`src/rtl/dna_reader_pkg.sv`:
```
// Shared constants, state encoding and op-bit positions for the device DNA readout sequencer.
// The parent's CPU write decoder and parallel-port read mux import these too.
package dna_reader_pkg;

  localparam int DNA_BITS_DEF    = 57;
  localparam int CLK_DIV_DEFAULT = 2;
  localparam int PIDX_W          = 6;
  localparam int PHASE_W         = 5;

  typedef enum logic [1:0] {
    ST_IDLE = 2'd0,
    ST_RUN  = 2'd1,
    ST_DONE = 2'd2
  } dna_state_e;

  // Bit positions within the CPU control write that raise start/abort.
  localparam int DNA_START = 0;
  localparam int DNA_ABORT = 1;

  localparam logic [1:0] GET_DNA0 = 2'd0;
  localparam logic [1:0] GET_DNA1 = 2'd1;
  localparam logic [1:0] GET_DNA2 = 2'd2;
  localparam logic [1:0] GET_DNA3 = 2'd3;

  function automatic logic [15:0] dna_word(input logic [63:0] ext, input logic [1:0] sel);
    logic [15:0] w;
    case (sel)
      GET_DNA0: w = ext[15:0];
      GET_DNA1: w = ext[31:16];
      GET_DNA2: w = ext[47:32];
      default:  w = ext[63:48];
    endcase
    return w;
  endfunction

endpackage

```
`src/rtl/dna_reader.sv`:
```
// Hardware sequencer for the DNA_PORT primitive: reads the device DNA MSB-first and
// exposes it as a parallel word plus a registered 16-bit slice for the CPU read mux.
module dna_reader
  import dna_reader_pkg::*;
#(
  parameter int CLK_DIV  = CLK_DIV_DEFAULT,
  parameter int DNA_BITS = DNA_BITS_DEF
) (
  input  logic                cpu_clk,
  input  logic                rst_n,
  input  logic                start,
  input  logic                abort,
  input  logic [1:0]          rd_word,
  input  logic                dna_dout,
  output logic                dna_clk,
  output logic                dna_read,
  output logic                dna_shift,
  output logic                busy,
  output logic                valid,
  output logic [DNA_BITS-1:0] dna_value,
  output logic [15:0]         rd_data
);

  localparam logic [PHASE_W-1:0] PH_HALF = PHASE_W'(CLK_DIV);
  localparam logic [PHASE_W-1:0] PH_LAST = PHASE_W'(2 * CLK_DIV - 1);
  localparam logic [PIDX_W-1:0]  P_LAST  = PIDX_W'(DNA_BITS - 1);

  dna_state_e          state_q, state_d;
  logic [PIDX_W-1:0]   p_q, p_d;
  logic [PHASE_W-1:0]  ph_q, ph_d;
  logic [DNA_BITS-1:0] value_q, value_d;
  logic                valid_q, valid_d;
  logic                busy_q, busy_d;
  logic                dclk_q, dclk_d;
  logic                dread_q, dread_d;
  logic                dshift_q, dshift_d;
  logic [15:0]         rd_data_q, rd_data_d;
  logic [63:0]         value_ext;
  logic                run_d;

  always_comb begin
    state_d = state_q;
    p_d     = p_q;
    ph_d    = ph_q;
    value_d = value_q;
    valid_d = valid_q;

    case (state_q)
      ST_RUN: begin
        if (abort) begin
          state_d = ST_IDLE;
          valid_d = 1'b0;
          p_d     = '0;
          ph_d    = '0;
        end else if (ph_q == PH_LAST) begin
          // DOUT has been stable since the rising dna_clk edge mid-period.
          value_d = {value_q[DNA_BITS-2:0], dna_dout};
          ph_d    = '0;
          if (p_q == P_LAST) begin
            state_d = ST_DONE;
            valid_d = 1'b1;
            p_d     = '0;
          end else begin
            p_d = p_q + PIDX_W'(1);
          end
        end else begin
          ph_d = ph_q + PHASE_W'(1);
        end
      end
      default: begin
        if (start) begin
          state_d = ST_RUN;
          valid_d = 1'b0;
          value_d = '0;
          p_d     = '0;
          ph_d    = '0;
        end
      end
    endcase

    // Port controls are decoded from the next state so every output is a flop.
    run_d    = (state_d == ST_RUN);
    busy_d   = run_d;
    dclk_d   = run_d && (ph_d >= PH_HALF);
    dread_d  = run_d && (p_d == '0);
    dshift_d = run_d && (p_d != '0);

    value_ext                 = '0;
    value_ext[DNA_BITS-1:0]   = value_q;
    rd_data_d                 = dna_word(value_ext, rd_word);
  end

  always_ff @(posedge cpu_clk or negedge rst_n) begin
    if (!rst_n) begin
      state_q   <= ST_IDLE;
      p_q       <= '0;
      ph_q      <= '0;
      value_q   <= '0;
      valid_q   <= 1'b0;
      busy_q    <= 1'b0;
      dclk_q    <= 1'b0;
      dread_q   <= 1'b0;
      dshift_q  <= 1'b0;
      rd_data_q <= '0;
    end else begin
      state_q   <= state_d;
      p_q       <= p_d;
      ph_q      <= ph_d;
      value_q   <= value_d;
      valid_q   <= valid_d;
      busy_q    <= busy_d;
      dclk_q    <= dclk_d;
      dread_q   <= dread_d;
      dshift_q  <= dshift_d;
      rd_data_q <= rd_data_d;
    end
  end

  assign dna_clk   = dclk_q;
  assign dna_read  = dread_q;
  assign dna_shift = dshift_q;
  assign busy      = busy_q;
  assign valid     = valid_q;
  assign dna_value = value_q;
  assign rd_data   = rd_data_q;

endmodule
```
`config.mk`:
```
export PLATFORM = sky130hd
export DESIGN_NAME = dna_reader
export DESIGN_NICKNAME = d
export VERILOG_FILES = /design/src/rtl/dna_reader_pkg.sv /design/src/rtl/dna_reader.sv
export SDC_FILE = /design/constraint.sdc
export NUM_CORES = 1
export LEC_CHECK = 0
export BUFFER_PORTS_ARGS = -buffer_cell sky130_fd_sc_hd__buf_2
export CAP_MARGIN = 10
export CORE_MARGIN = 3
export CORE_UTILIZATION = 50
export DETAILED_ROUTE_END_ITERATION = 8
export HOLD_SLACK_MARGIN = 0.15
export PLACE_DENSITY = 0.72
export SLEW_MARGIN = 40
export SYNTH_ARGS = -nofsm -noshare
export SYNTH_HDL_FRONTEND = slang
export SYNTH_SLANG_ARGS = --single-unit
```
`constraint.sdc`:
```
create_clock -name cpu_clk -period 5.9 [get_ports cpu_clk]
set_clock_uncertainty 0.2 [all_clocks]
set_input_delay 0.295 -clock cpu_clk [delete_from_list [all_inputs] [get_ports cpu_clk]]
set_output_delay 0.295 -clock cpu_clk [all_outputs]
set_load 0.02 [all_outputs]
```
==> results.py <==
metrics = {
    "status": {
        "outcome": "complete, no violations",
    },
    "clock_network": {
        "root_buffer": "clkbuf_8",
        "numCtsBuffers": 9,
        "cts_resized": 0,
        "clock_latency_ns": 0.34,
        "cts_tree": "done",
        "clockBufferDepth": 2,
        "clk_pin_slew_ns": 0.09,
        "clock_sinks": 91,
        "htreeDepth": 3,
        "cts_hold_buf": 4,
        "cts_setup_buffers": 0,
    },
    "yosys": {
        "seq_area_frac_synth": 0.6147,
        "yosys.area.top_type": "dfrtp_1",
        "ys.flop_type": "dfrtp_1",
        "yosys_warnings": 0,
        "synth_edf_count": 0,
        "synth_area_um2": 3705,
        "synth_area_leaders": "dfrtp_1 (61%), a22o_1 (14%), mux4_2 (5.5%)",
        "synth_fp_nets": 285,
        "avgSynthCellArea_um2": 13.47,
        "async_flop_share": 1.000,
        "synth_top_area_share": 0.6147,
        "synth-seq-cells": 91,
        "synth_cell_types": 40,
        "syn_inst": 275,
    },
    "finish": {
        "seq_area_um2": 2277,
        "diodes": 0,
        "fillCellCount": 538,
        "fin_util": 0.6333,
        "drive_gt1_frac": 0.3260,
        "multi_input_area_um2": 1345,
        "areaGrowthSynthToFinish_pct": 19.35,
        "fin_nets": 367,
    },
    "global_route": {
        "grt_most_used_layer": "met2",
        "use_met3": 0.03199,
        "antenna_found_initial": 0,
        "grtUsageMet1": 0.3061,
        "grt_use_total": 0.2049,
        "grt_pass1_wl_mm": 13.62,
        "grt_max_degree": 92,
        "first_global_vias": 2670,
        "gr-usage-met2": 0.3072,
        "grt_overflow": 0,
    },
    "sta": {
        "worstMarginPinSlew_ns": 0.6913,
        "min_period_over_period": 0.4799,
        "finalCriticalPeriod_ns": 2.831,
        "hold_viol": 0,
        "setup_ws_ns": 3.069,
        "rsz0062_at_grt": "false",
        "setup_violations": 0,
        "fin_tns_setup_ns": 0,
        "slew_headroom": 0.5392,
        "fmax_mhz": 353.2,
        "maxSlewViolCount": 0,
    },
    "power": {
        "fin_total_pwr_uw": 1220,
        "power.leakage_uw": 0.002310,
        "ir_worst_vdd_v": 0.0001119,
        "power_density_nw_per_um2": 275.9,
    },
    "critical_path": {
        "critPathKind": "reg2reg",
        "rrSetupSlack_ns": 3.07,
        "cp_common_cell": "buf_4",
        "worstPathArrival_ns": 2.87,
        "cp_max_fo": 61,
        "cp_top_family": "buffers and inverters",
        "cpPeakStageDelay_ns": 0.59,
        "slowest_stage": "or4b_4",
        "path_buf_inv": 2,
        "required_ns": 5.94,
        "end_kind": "flop",
        "start_kind": "flop",
        "path_cells": "ha_1 -> or4b_4 -> nor2_4 -> buf_4 -> a21oi_4 -> buf_4 -> a22o_1",
    },
    "routing": {
        "routedWlPerCell_um": 18.28,
        "vias": 2764,
        "vias_per_cell": 6.035,
        "dr.pass1.iters": 4,
        "drc": 0,
        "antenna_left": 0,
        "drtIter0Drc": 250,
        "drt_wl_total_mm": 8.374,
    },
    "floorplanning": {
        "die_y_um": 92.08,
        "coreArea_um2": 6982,
        "num_rows": 30,
        "fp.dieW_um": 92.08,
        "start_util": 0.5306,
        "num_io_pins": 85,
        "die_area_um2": 8479,
    },
    "placed_design": {
        "portBuffers": 84,
        "dp.final_hpwl_mm": 5.465,
        "gp_congestion": 0.8292,
        "pre_cts_ws_ns": 3.130,
    },
    "job": {
        "cap_violations": 0,
    },
    "min_path": {
        "hp-class": "in2reg",
    },
}
==> layout by cell type (no fill, tap or decap), drive strengths merged, types with 2 or more instances in the layout <==
cell type	instances
nand3	4
nand4	3
a32o	2
buf	85
dfrtp	91
nand2	17
o211ai	2
a21oi	2
clkbuf	11
nor3	2
a22o	59
o31ai	2
clkinv	4
or2	2
dlygate4sd3	4
mux2i	7
nand2b	3
o22ai	2
nor2	5
ha	3
o21ai	18
nor4b	2
inv	7
mux4	9
nor2b	2
==> registers in the layout (all words and copies together) (netlist names) <==
| name | count |
|---|---|
| p_q | 6 |
| dna_value | 57 |
| rd_data | 16 |
| valid | 1 |
| dna_clk | 1 |
| dna_read | 1 |
| ph_q | 5 |
| busy | 1 |
| dna_shift | 1 |
| state_q | 2 |
==> cells in the mapped netlist (2+ instances only) <==
| master | instances |
|---|---|
| o21ai_0 | 18 |
| a21oi_1 | 2 |
| a22o_1 | 59 |
| nor2b_1 | 2 |
| mux2i_1 | 7 |
| nand2b_1 | 3 |
| nand2_1 | 17 |
| nand4_1 | 3 |
| ha_1 | 3 |
| or2_2 | 2 |
| nor2_1 | 5 |
| buf_2 | 3 |
| o211ai_1 | 2 |
| nand3_1 | 4 |
| clkbuf_1 | 14 |
| inv_1 | 5 |
| mux4_2 | 9 |
| dfrtp_1 | 91 |
| o22ai_1 | 2 |
| nor3_1 | 2 |
| nor4b_1 | 2 |
| a32o_1 | 2 |
==> per-stage QoR <==
stage,cells,hold slack (ns),cell area [um^2]
detailed placement,438,0.2106,4203
global route,458,0.2168,4422
CTS,458,0.1888,4419
global placement,438,0.2897,4199
floorplan,275,-0.2006,3705
finish,458,0.2135,4422
==> logic make-up (layout without fill, tap and decap cells) <==
family                   count (synthesis)  in the layout  share of synthesized area
AO/OA/AOI/OAI                           94             94                     0.2050
multiplexers                            16             16                    0.07362
flip-flops                              91             91                     0.6147
XOR/XNOR                                 1              1                   0.002364
AND/OR/NAND/NOR                         46             46                    0.06687
buffers and inverters                   24            111                    0.02735
adder cells (fa/ha/maj)                  3              3                    0.01013
==> area by class of cell <==
cell class / instances / area share
clock buffer: 10 / 0.02886
clock inverter: 6 / 0.01104
inverter: 5 / 0.004244
multi-input combinational: 160 / 0.3042
sequential: 91 / 0.5150
tap: 96 / 0.02716
timing repair buffer: 90 / 0.1095
==> per-layer routing <==
| metal | routed length (um) | vias to the layer above |
|---|---|---|
| met5 | 0 | - |
| met4 | 69 | 0 |
| met3 | 434 | 6 |
| met2 | 3961 | 109 |
| met1 | 3909 | 1422 |
| li1 | - | 1227 |
==> power by group <==
group / switching [uW] / leakage [uW] / internal, uW / total (uW)
Sequential: 14.6 / 0.00126 / 643 / 658
Combinational: 132 / 0.000955 / 55.0 / 187
Clock: 217 / 0.0000912 / 158 / 375
==> worst paths after layout <==
| path | startpoint | end | cells after the start |
|---|---|---|---|
| min in group asynchronous | rst_n | state_q[1] | 2 |
| min reg2reg | valid | valid | 2 |
| max reg2reg | ph_q[0] | dna_value[10] | 7 |
| max | ph_q[0] | dna_value[10] | 7 |
| min | rd_word[1] | rd_data[10] | 2 |
| max in group asynchronous | rst_n | dna_value[9] | 2 |
==> worst reg2reg max path, stage by stage, from the launching register on <==
cell	delay [ns]
dfrtp_1	0.39
ha_1	0.25
or4b_4	0.59
nor2_4	0.11
buf_4	0.52
a21oi_4	0.05
buf_4	0.32
a22o_1	0.29
Note: power is estimated with default switching activity, not from simulation.
